==> config.mk <==
export PLATFORM = sky130hd
export DESIGN_NAME = mux2_rr_arbiter_flat
export DESIGN_NICKNAME = d
export VERILOG_FILES = /design/src/rtl/mux2_rr_arbiter_if.sv /design/src/rtl/mux2_rr_arbiter.sv /design/src/flat_wrapper.sv
export SDC_FILE = /design/constraint.sdc
export NUM_CORES = 1
export LEC_CHECK = 0
export BUFFER_PORTS_ARGS = -buffer_cell sky130_fd_sc_hd__buf_2
export CAP_MARGIN = 20
export CELL_PAD_IN_SITES_DETAIL_PLACEMENT = 0
export CELL_PAD_IN_SITES_GLOBAL_PLACEMENT = 1
export CORE_MARGIN = 5
export CORE_UTILIZATION = 31
export DETAILED_ROUTE_END_ITERATION = 8
export HOLD_SLACK_MARGIN = 0.08
export PLACE_DENSITY = 0.74
export SLEW_MARGIN = 15
export SYNTH_ARGS = -nofsm -noshare
export SYNTH_HDL_FRONTEND = slang
export SYNTH_SLANG_ARGS = --single-unit
export TNS_END_PERCENT = 50
==> constraint.sdc <==
create_clock -name clk -period 1.88 [get_ports clk]
set_clock_uncertainty 0.15 [all_clocks]
set_input_delay 0.188 -clock clk [delete_from_list [all_inputs] [get_ports clk]]
set_output_delay 0.188 -clock clk [all_outputs]
set_load 0.02 [all_outputs]
==> src/rtl/mux2_rr_arbiter_if.sv <==
// mux2_rr_arbiter_if: two valid/ready producer streams, one registered consumer stream and the shared mux select.
interface mux2_rr_arbiter_if #(
    parameter int DATA_W = 8
);
    logic              in0_valid;
    logic [DATA_W-1:0] in0_data;
    logic              in0_ready;
    logic              in1_valid;
    logic [DATA_W-1:0] in1_data;
    logic              in1_ready;
    logic              out_valid;
    logic [DATA_W-1:0] out_data;
    logic              out_ready;
    logic              out_sel;

    modport master (
        output in0_valid, in0_data, in1_valid, in1_data, out_ready,
        input  in0_ready, in1_ready, out_valid, out_data, out_sel
    );
    modport slave (
        input  in0_valid, in0_data, in1_valid, in1_data, out_ready,
        output in0_ready, in1_ready, out_valid, out_data, out_sel
    );
endinterface

==> src/rtl/mux2_rr_arbiter.sv <==
// mux2_rr_arbiter: round-robin 2:1 arbiter with bounded burst lock and a one-deep output register.
// Defining ARB_STATS_EN adds saturating per-port fired-beat counters beats0_o/beats1_o.
module mux2_rr_arbiter #(
    parameter int DATA_W    = 8,
    parameter int MAX_BURST = 4,
    parameter int CNT_W     = 3
) (
    input  logic             clk,
    input  logic             rst,
    mux2_rr_arbiter_if.slave bus
`ifdef ARB_STATS_EN
    ,
    output logic [15:0]      beats0_o,
    output logic [15:0]      beats1_o
`endif
);
    localparam logic [CNT_W-1:0] MAX_C = CNT_W'(MAX_BURST);

    logic              load, own_v, oth_v, keep, fire, g;
    logic              out_valid_q, out_valid_d, out_sel_q, out_sel_d;
    logic [DATA_W-1:0] out_data_q, out_data_d;
    logic [CNT_W-1:0]  cnt_q, cnt_d;

    // The owner keeps the grant only mid-burst and below the cap, unless the other port is idle
    always_comb begin
        load        = !out_valid_q || bus.out_ready;
        own_v       = out_sel_q ? bus.in1_valid : bus.in0_valid;
        oth_v       = out_sel_q ? bus.in0_valid : bus.in1_valid;
        keep        = own_v && cnt_q != '0 && (cnt_q < MAX_C || !oth_v);
        g           = keep ? out_sel_q : (oth_v ? !out_sel_q : out_sel_q);
        fire        = !rst && load && (own_v || oth_v);
        out_valid_d = load ? fire : out_valid_q;
        out_sel_d   = fire ? g : out_sel_q;
        out_data_d  = fire ? (g ? bus.in1_data : bus.in0_data) : out_data_q;
        cnt_d       = !load ? cnt_q :
                      !fire ? '0 :
                      g != out_sel_q ? CNT_W'(1) :
                      cnt_q == MAX_C ? MAX_C : cnt_q + 1'b1;
    end

    always_ff @(posedge clk) begin
        if (rst) begin
            out_valid_q <= 1'b0;
            out_data_q  <= '0;
            out_sel_q   <= 1'b1;
            cnt_q       <= '0;
        end else begin
            out_valid_q <= out_valid_d;
            out_data_q  <= out_data_d;
            out_sel_q   <= out_sel_d;
            cnt_q       <= cnt_d;
        end
    end

    assign bus.in0_ready = fire && !g;
    assign bus.in1_ready = fire && g;
    assign bus.out_valid = out_valid_q;
    assign bus.out_data  = out_data_q;
    assign bus.out_sel   = out_sel_q;

`ifdef ARB_STATS_EN
    logic [15:0] beats0_q, beats1_q;

    always_ff @(posedge clk) begin
        if (rst) begin
            beats0_q <= '0;
            beats1_q <= '0;
        end else begin
            if (fire && !g && beats0_q != 16'hFFFF) beats0_q <= beats0_q + 16'd1;
            if (fire && g && beats1_q != 16'hFFFF) beats1_q <= beats1_q + 16'd1;
        end
    end

    assign beats0_o = beats0_q;
    assign beats1_o = beats1_q;
`endif
endmodule

==> src/flat_wrapper.sv <==
// flat-port wrapper written by rule: the top's interface ports become plain ports
module mux2_rr_arbiter_flat 
#(
    parameter int DATA_W    = 8,
    parameter int MAX_BURST = 4,
    parameter int CNT_W     = 3
)
  (clk, rst, bus_in0_valid, bus_in0_data, bus_in1_valid, bus_in1_data, bus_out_ready, bus_in0_ready, bus_in1_ready, bus_out_valid, bus_out_data, bus_out_sel);
  mux2_rr_arbiter_if #(.DATA_W(DATA_W)) bus_i ();
  input  logic clk;
  input  logic rst;
  input wire logic [$bits(bus_i.in0_valid)-1:0] bus_in0_valid;
  input wire logic [$bits(bus_i.in0_data)-1:0] bus_in0_data;
  input wire logic [$bits(bus_i.in1_valid)-1:0] bus_in1_valid;
  input wire logic [$bits(bus_i.in1_data)-1:0] bus_in1_data;
  input wire logic [$bits(bus_i.out_ready)-1:0] bus_out_ready;
  output wire logic [$bits(bus_i.in0_ready)-1:0] bus_in0_ready;
  output wire logic [$bits(bus_i.in1_ready)-1:0] bus_in1_ready;
  output wire logic [$bits(bus_i.out_valid)-1:0] bus_out_valid;
  output wire logic [$bits(bus_i.out_data)-1:0] bus_out_data;
  output wire logic [$bits(bus_i.out_sel)-1:0] bus_out_sel;
  assign bus_i.in0_valid = bus_in0_valid;
  assign bus_i.in0_data = bus_in0_data;
  assign bus_i.in1_valid = bus_in1_valid;
  assign bus_i.in1_data = bus_in1_data;
  assign bus_i.out_ready = bus_out_ready;
  assign bus_in0_ready = bus_i.in0_ready;
  assign bus_in1_ready = bus_i.in1_ready;
  assign bus_out_valid = bus_i.out_valid;
  assign bus_out_data = bus_i.out_data;
  assign bus_out_sel = bus_i.out_sel;
  mux2_rr_arbiter #(.DATA_W(DATA_W), .MAX_BURST(MAX_BURST), .CNT_W(CNT_W)) u_core (.clk(clk), .rst(rst), .bus(bus_i));
endmodule
==> results of run 1 <==
-- cells in the mapped netlist --
cell,count,share of area
buf_2,1,0.0075
o21bai_1,2,0.022
o211ai_2,1,0.019
ha_1,2,0.037
o21ai_0,3,0.022
nand4_1,1,0.0093
nand3_1,1,0.0075
nor2b_1,2,0.019
nand4bb_1,1,0.017
dfxtp_1,13,0.39
a211oi_1,6,0.067
a21o_1,1,0.011
nand2_1,4,0.022
o21ai_1,1,0.0075
a31oi_1,1,0.0093
nor2_2,1,0.0093
mux2i_1,8,0.12
a21oi_1,2,0.015
mux2_2,1,0.017
clkbuf_1,2,0.011
nand3b_1,3,0.034
a22o_2,1,0.015
and2_2,1,0.011
nor2_1,9,0.050
inv_1,3,0.017
or2_2,1,0.0093
nand2b_1,1,0.0093
buf_6,1,0.017
-- worst max path at each step --
| stage | from | end | slack (ns) | cells past startpoint |
|---|---|---|---|---|
| 2_1_floorplan | u_core.bus.out_valid | u_core.bus.out_sel | 0.24 | 5 |
| 3_3_place_gp | u_core.cnt_q[0] | bus_in1_ready | -0.04 | 6 |
| 3_5_place_dp | u_core.cnt_q[0] | bus_in1_ready | -0.06 | 6 |
| 4_1_cts | u_core.cnt_q[0] | bus_in1_ready | 0.009 | 6 |
| 5_1_grt | u_core.cnt_q[1] | bus_in1_ready | -0.007 | 6 |
| 6_report | u_core.cnt_q[1] | bus_in1_ready | 0.07 | 6 |
-- cell type report --
class | count | share of cell area
repair buffers | 43 | 0.258
clock buffers | 4 | 0.0258
multi-input cells | 54 | 0.413
flip-flops and latches | 13 | 0.259
well taps | 27 | 0.0331
inverters | 3 | 0.0110
-- worst max-delay path, stage by stage (launching register included) --
cell,delay (ns)
dfxtp_2,0.32
inv_1,0.10
ha_4,0.18
nor2_4,0.05
o211ai_4,0.25
and2_4,0.18
buf_4,0.13
-- metal layers --
metal / track usage / vias to the layer above / share of wire
met5: 0 / - / 0
met1: 0.144 / 292 / 0.45
met4: 0.0508 / 0 / 0.011
met3: 0.0275 / 2 / 0.065
met2: 0.188 / 20 / 0.48
li1: - / 346 / -
-- kinds of logic after synthesis --
family | after synthesis | synth area share
and+or+nand+nor | 25 | 0.198
adders and majority gates | 2 | 0.0373
buffers and inverters | 7 | 0.0522
AOI/OAI and AO/OA | 18 | 0.188
DFF | 13 | 0.388
muxes | 9 | 0.136
-- what timing repair did --
action,CTS,global route
resized for setup,7,5
hold buffers,7,0
endpoints found under the setup margin,4,2
setup buffers,1,1
hold endpoints to repair,7,0
gates cloned,0,0
pin swaps,2,2
-- power by group through the flow --
stage	logic (W)	registers [W]	clock network [W]
detailed placement	0.000199	0.000321	0
floorplan	0.000114	0.000346	0
global placement	0.000198	0.000321	0
finish	0.000241	0.000319	0.000173
global route	0.000267	0.000323	0.000191
CTS	0.000230	0.000318	0.000181
-- metrics by stage --
stage,total power [W],instances,utilization,hold WS [ns]
after floorplan,0.000460,74,-,0.195
after global placement,0.000518,131,0.428,0.321
after detailed placement,0.000520,131,0.428,0.323
after CTS,0.000728,143,0.497,0.0994
after global routing,0.000781,144,0.509,0.110
final,0.000732,144,0.509,0.0959
-- layout by cell type (no fill, tap or decap), types with 4 or more instances in the layout --
cell type | synthesis | final
buf_2 | 1 | 31
dfxtp_1 | 13 | 10
nor2_1 | 9 | 8
mux2i_1 | 8 | 8
dlygate4sd3_1 | 0 | 7
a211oi_1 | 6 | 6
buf_4 | 0 | 5
nand2_1 | 4 | 4
-- registers in the layout, summed over array words and instances, names as in the netlist --
signal                count
u_core.bus.out_valid      1
u_core.cnt_q              3
u_core.bus.out_sel        1
u_core.bus.out_data       8
==> results.md, run 1 <==
* Initial DRC count at 4
* Pint at roughly 0.0005 W
* Worst path arrival time at 1.48 ns
* Worst r2r path cells at 7
* Total grt overflow at 0
* Nets at 141
* Reg area at ~260 um2
* Register area share after synthesis at 0.388
* Global-route wire length before repair at about 3000 um
* Routability cong. at just under 0.8
* Clock power share at 0.236
* Die area at between 3000 and 4000 um2
* Fraction of layout cells with a size suffix above 1 at 0.444
* Sw Share at 0.314
* Vias in the first global route at 693
* Initial core utilization at 0.335
* Area of the multi-input gates at 422 um2
* WL/cell at 11.9 um
* Sink Count at 13
* WL final at 1710 um
* Switching power at 0.000230 W
* Dpl hpwl at 1200 um
* Largest net degree at the start of global routing at 8
* Setup_tns at 0 ns
* Setup violators final at 0
* Cell count after synthesis at 74
* R2R setup slack at 0.21 ns
* Synthesized Nets at 97
* Vias at 660
* Post-layout min period at 1.81 ns
* VDD IR max at 343 uV
* Crit path kind: flop to output port
* Leak at between 0.4 and 0.5 nW
* Status: completed
* Post-DRT Antenna Nets at 0
* Hold WC Path Type: input port to flop
* Clk_lat worst skew at 0.27 ns
* Pwr Density at 718 nW/um2
* R2r endpoint: u_core.bus.out_data[3]
* Rel. slew slack at 0.827
* Final period utilization at 0.965
* Mapped Avg Cell Area at 9.06 um2
* Post-layout instance area at 1020 um2
* Synth unique cells at 28
* H-Tree Level Count at 1
* # IOs at 33
* Diode count at 0
* Worst Path Required at 1.54 ns
* Die width at about 57 um
* Slew @ Worst Pin at 0.260 ns
* DP Area at 856 um2
* Tot GR Track Use at 0.116
* Max-cap violations at 0
* Num rows at 16
* Logic pwr share at 0.329
* Routed vias/inst at 4.58
* Worst-path clk slew at 0.09 ns
* Mapped Area at about 670 um2
* Reg power frac at 0.435
* Slew Viols, Final at 0
* Clock tree from TritonCTS: yes
* Fillers at 215
* I/O Buffers at 32
* Crit Path Max Fanout at 5
* Worst Setup Start Kind: flop
* Dpl ws at -0.0619 ns
* Total CTS buffers at 3
* Synth warn at 0
* DRC viols at 0
* Final hold vios at 0
* CP endpoint kind: output port
* Chip height at 56.5 um
* Final Worst Setup Slack at around 0.065 ns
* F_max at around 0.55 GHz
* DRT Pass-1 Iters at 4
* WHS Endpoint: u_core.bus.out_data[0]
* Cells on Worst Hold Path at 3
* Min-delay src: bus_in0_data[0]
* Clock tree buffer depth at 2
* Core area at 2000 um2
* Root Buffer: clkbuf_4
* #FFs+latches synth at 13
* Area Overhead vs Synth at 52.1%
* Initial antenna violation count at 0
* R2r startpoint: u_core.cnt_q[1]
No activity file was read; power rests on OpenSTA's default activity.
==> run 2, diff against run 1 <==
Settings changed: REMOVE_ABC_BUFFERS set to 1.
==> results.md, run 2 (synthesis results as in run 1) <==
* DRC viols at 0 (unchanged)
* Routability cong. at 0.699 (-9.1%)
* DP Area at 863 um2 (+0.88%)
* Post-layout min period at 1.79 ns (-0.0247 ns)
* Final hold vios at 0 (unchanged)
* H-Tree Level Count at 1 (unchanged)
* Final Util at 0.506 (-0.00375)
* R2R setup slack at 0.23 ns (+0.02 ns)
* Crit path kind: flop to output port
* I/O Buffers at 32 (unchanged)
* Area Overhead vs Synth at 50.9%
* Initial core utilization at 0.335 (unchanged)
* Initial antenna violation count at 0 (unchanged)
* Largest net degree at the start of global routing at 11 (+3)
* Setup_tns at 0 ns (unchanged)
* RSZ-0062 raised after global routing: false
* Diode count at 0 (unchanged)
* Cells on Worst Hold Path at 3 (unchanged)
* VDD IR max at 432 uV (+26%)
* Rel. slew slack at 0.817 (-0.00962)
* Fraction of layout cells with a size suffix above 1 at 0.466 (+0.0211)
* Clk_lat worst skew at 0.27 ns (about the same)
* WL final at 1760 um (+2.6%)
* Slew @ Worst Pin at 0.274 ns (+0.0146 ns)
* R2r startpoint: u_core.bus.out_sel
* Tot GR Track Use at 0.124 (+0.00837)
* Status: completed
* WHS Endpoint: u_core.bus.out_data[7]
* R2r endpoint: u_core.cnt_q[2]
* Pwr Density at 723 nW/um2 (+0.64%)
* Slew Viols, Final at 0 (unchanged)
* Nets at 140 (-0.71%)
* Initial DRC count at 1 (-3)
* Post-layout instance area at 1010 um2 (-0.74%)
* Worst Setup Start Kind: flop
* Core area at 2000 um2 (unchanged)
* Commonest non-fill, non-tap cell in the layout: buf_2
* Crit Path Max Fanout at 4 (-1)
* Die area at 3190 um2 (unchanged)
* Worst path arrival time at 1.45 ns (-0.03 ns)
* DRT Pass-1 Iters at 3 (-1)
* Vias in the first global route at 706 (+1.9%)
* Final period utilization at 0.952 (-0.0132)
* Dpl ws at -0.0680 ns (-0.00613 ns)
* CP endpoint kind: output port
* Min-delay src: bus_in0_data[7]
* Final hold slack at 0.103 ns (+0.00719 ns)
* Total grt overflow at 0 (unchanged)
* Global-route wire length before repair at 3100 um (+2.8%)
* Clock tree buffer depth at 2 (unchanged)
* WL/cell at 12.3 um (+3.3%)
* Vias at 655 (-0.76%)
* Post-DRT Antenna Nets at 0 (unchanged)
* Max FFs per register at 8 (unchanged)
* Max-cap violations at 0 (unchanged)
* Worst-path clk slew at 0.08 ns (about the same)
* Sink Count at 13 (unchanged)
* Worst r2r path cells at 4 (-3)
* Total CTS buffers at 3 (unchanged)
* Clock tree from TritonCTS: yes
* Worst Path Required at 1.54 ns (about the same)
* Reg area at 263 um2 (-0.47%)
* Dpl hpwl at 1300 um (+8.8%)
* Area of the multi-input gates at 424 um2 (+0.59%)
* Routed vias/inst at 4.58 (about the same)
* Fillers at 196 (-8.8%)
* Die width at 56.5 um (unchanged)
* Chip height at 56.5 um (unchanged)
* Hold WC Path Type: input port to flop
* Leak at 0.476 nW (-0.49%)
* Root Buffer: clkbuf_4
* F_max at 0.559 GHz (+1.4%)
* Setup violators final at 0 (unchanged)
* Num rows at 16 (unchanged)
* # IOs at 33 (unchanged)
* Final Worst Setup Slack at 0.0901 ns (+0.0247 ns)
* Most frequent cells in the layout: buf_2 (31), dfxtp_1 (11), mux2i_1 (8)
[run 2: power breakdown]
part | leakage, nW | total [W] | switching (W) | internal (W)
clock network | 0.0150 | 0.000169 | 0.0000868 | 0.0000821
logic | 0.353 | 0.000244 | 0.000125 | 0.000119
registers | 0.108 | 0.000319 | 0.0000175 | 0.000301
total | 0.476 | 0.000732 | 0.000229 | 0.000503
[run 2: cell type report]
class,count,share of cell area
inverter,3,0.0111
tap,27,0.0334
multi-input combinational,54,0.419
sequential,13,0.260
clock buffer,4,0.0260
timing repair buffer,42,0.251
[run 2: what timing repair did]
item,in CTS,in global routing
pin swaps,2,3
resized for setup,5,9
setup endpoints to repair,5,2
hold buffers,5,0
hold endpoints to repair,3,0
gates cloned,0,0
setup buffers,2,0
[run 2: layer usage]
metal / GRT usage / share of wire / up-vias
li1: - / - / 346
met5: 0 / 0 / -
met4: 0.0712 / 0.0085 / 0
met3: 0.0229 / 0.049 / 2
met2: 0.216 / 0.53 / 17
met1: 0.140 / 0.41 / 290
[run 2: worst max-delay path, stage by stage, from the launching register on]
cell	delay (ns)
dfxtp_2	0.34
inv_2	0.05
ha_4	0.17
nand4bb_4	0.20
o211ai_4	0.12
and2_4	0.19
buf_6	0.11
[run 2: worst max path at each step]
stage | from | endpoint | cells past startpoint
4_1_cts | u_core.cnt_q[0] | bus_in1_ready | 6
6_report | u_core.cnt_q[0] | bus_in1_ready | 6
3_5_place_dp | u_core.cnt_q[0] | bus_in1_ready | 6
3_3_place_gp | u_core.cnt_q[0] | bus_in1_ready | 6
2_1_floorplan | u_core.cnt_q[0] | u_core.bus.out_sel | 6
5_1_grt | u_core.cnt_q[1] | bus_in1_ready | 6
[run 2: through the flow]
stage / std cells / total power, W
floorplan: 70 / 0.000449
global placement: 132 / 0.000521
detailed placement: 132 / 0.000524
CTS: 143 / 0.000731
global route: 143 / 0.000782
finish: 143 / 0.000732
==> run 3, diff against run 2 <==
Clock period 1.88 ns to 1.9 ns, I/O delays scaled along.
==> results.md, run 3 (synthesis results as in run 1) <==
* H-Tree Level Count at 1 (unchanged)
* Global-route wire length before repair at 2930 um (-5.6%)
* Die area at 3190 um2 (unchanged)
* Initial DRC count at 6 (+5)
* Slew Viols, Final at 0 (unchanged)
* Final Non-Filler Cells at 143 (unchanged)
* WL final at 1800 um (+2.3%)
* Total CTS buffers at 3 (unchanged)
* Clock tree buffer depth at 2 (unchanged)
* Final Util at 0.503 (-0.00313)
* Final hold slack at 0.0947 ns (-0.00837 ns)
* Nets at 140 (unchanged)
* Post-DRT Antenna Nets at 0 (unchanged)
* Root Buffer: clkbuf_4
* Slew @ Worst Pin at 0.337 ns (+0.0632 ns)
* CP delay by family, top: simple AND/OR/NAND/NOR gates
* Fraction of layout cells with a size suffix above 1 at 0.457 (-0.00862)
* Commonest non-fill, non-tap cell in the layout: buf_2
* Clk_lat worst skew at 0.27 ns (about the same)
* Pwr Density at 728 nW/um2 (+0.74%)
* Setup violators final at 0 (unchanged)
* Post-route total power at 0.000733 W (+0.12%)
* Core area at 2000 um2 (unchanged)
* Clock tree from TritonCTS: yes
* Leak at 0.475 nW (-0.19%)
* VDD IR max at 366 uV (-15%)
* Routed vias/inst at 4.84 (+5.6%)
* Max FFs per register at 8 (unchanged)
* Total grt overflow at 0 (unchanged)
* Hold WC Path Type: input port to flop
* Worst path bufs/invs at 1 (-1)
* Vias at 692 (+5.6%)
* CP max stage cell: or2_2
* Initial core utilization at 0.335 (unchanged)
* Diode count at 0 (unchanged)
* Worst path arrival time at 1.47 ns (+0.02 ns)
* Tot GR Track Use at 0.116 (-0.00837)
* Worst Setup Start Kind: flop
* Rel. slew slack at 0.775 (-0.0421)
* Post-layout min period at 1.81 ns
* CP endpoint kind: output port
* Die width at 56.5 um (unchanged)
* Fillers at 196 (unchanged)
* DRT Pass-1 Iters at 3 (unchanged)
* Worst-path clk slew at 0.08 ns (about the same)
* Num rows at 16 (unchanged)
* Max-cap violations at 0 (unchanged)
* Slowest stage delay, CP at 0.37 ns (+0.03 ns)
* Routability cong. at 0.689 (-1.5%)
* Most frequent cells in the layout: buf_2 (31), dfxtp_1 (11), nor2_1 (8), mux2i_1 (8)
* Chip height at 56.5 um (unchanged)
* DP Cell Count at 131 (-0.76%)
* RSZ-0062 raised after global routing: false
* Reg area at 263 um2 (unchanged)
* Dpl hpwl at 1290 um (-0.64%)
* DRC viols at 0 (unchanged)
* # IOs at 33 (unchanged)
* Area of the multi-input gates at 422 um2 (-0.59%)
* Initial antenna violation count at 0 (unchanged)
* Sink Count at 13 (unchanged)
* Final hold vios at 0 (unchanged)
* CP Cell Sequence: nor2b_1 -> or2_2 -> nor2_1 -> buf_2
* Worst Path Required at 1.56 ns (+0.02 ns)
* Vias in the first global route at 681 (-3.5%)
* Area Overhead vs Synth at 50.0%
* Crit Path Max Fanout at 7 (+3)
* Status: completed
* Final period utilization at 0.952
* WL/cell at 12.6 um (+2.3%)
* Setup_tns at 0 ns (unchanged)
* Largest net degree at the start of global routing at 11 (unchanged)
* Crit path kind: flop to output port
* I/O Buffers at 32 (unchanged)
* F_max at 0.553 GHz
## run 3: where the power goes
part,total (W),leakage (nW),internal (W),switching (W)
Clock,0.000177,0.0150,0.0000813,0.0000955
Combinational,0.000241,0.352,0.000118,0.000123
Sequential,0.000315,0.108,0.000298,0.0000169
## run 3: repair_timing
action	4_1_cts	5_1_grt
pin swaps	2	0
endpoints found under the setup margin	5	5
gates resized for setup	5	7
endpoints found under the hold margin	3	0
buffers inserted	3	0
hold buffers	5	0
## run 3: worst register-to-register path, cell delays in order (launching register included)
cell and delay [ns]:
dfxtp_2 0.35, inv_2 0.05, ha_4 0.17, nand4bb_4 0.20, o211ai_4 0.12, buf_4 0.14
buf_4 0.14, mux2i_1 0.18, a211oi_1 0.08
## run 3: metal layers
layer | vias up | track usage | part of all wire
met5 | - | 0 | 0
met4 | 0 | 0.0610 | 0.0078
met3 | 2 | 0.0229 | 0.056
met2 | 17 | 0.216 | 0.53
met1 | 325 | 0.120 | 0.41
li1 | 348 | - | -
## run 3: final timing paths
check                          from                     end  slack, ns  cells after the start
min                 bus_in0_data[3]  u_core.bus.out_data[3]       0.09                      3
min reg2reg  u_core.bus.out_data[4]  u_core.bus.out_data[4]       0.35                      2
max reg2reg         u_core.cnt_q[1]  u_core.bus.out_data[3]       0.19                      8
max            u_core.bus.out_valid           bus_in0_ready       0.09                      4
## run 3: layout make-up
| cell class | instances | area share |
|---|---|---|
| Tap cell | 27 | 0.0336 |
| Multi-Input combinational cell | 54 | 0.419 |
| Clock buffer | 4 | 0.0261 |
| Inverter | 3 | 0.0112 |
| Sequential cell | 13 | 0.261 |
| Timing Repair Buffer | 42 | 0.249 |
## run 3: through the flow
stage / worst slack (ns) / area, um2
floorplan: 0.177 / 647
global placement: -0.000709 / 856
detailed placement: -0.0788 / 856
CTS: 0.0335 / 987
global route: 0.0204 / 1010
finish: 0.0904 / 1010
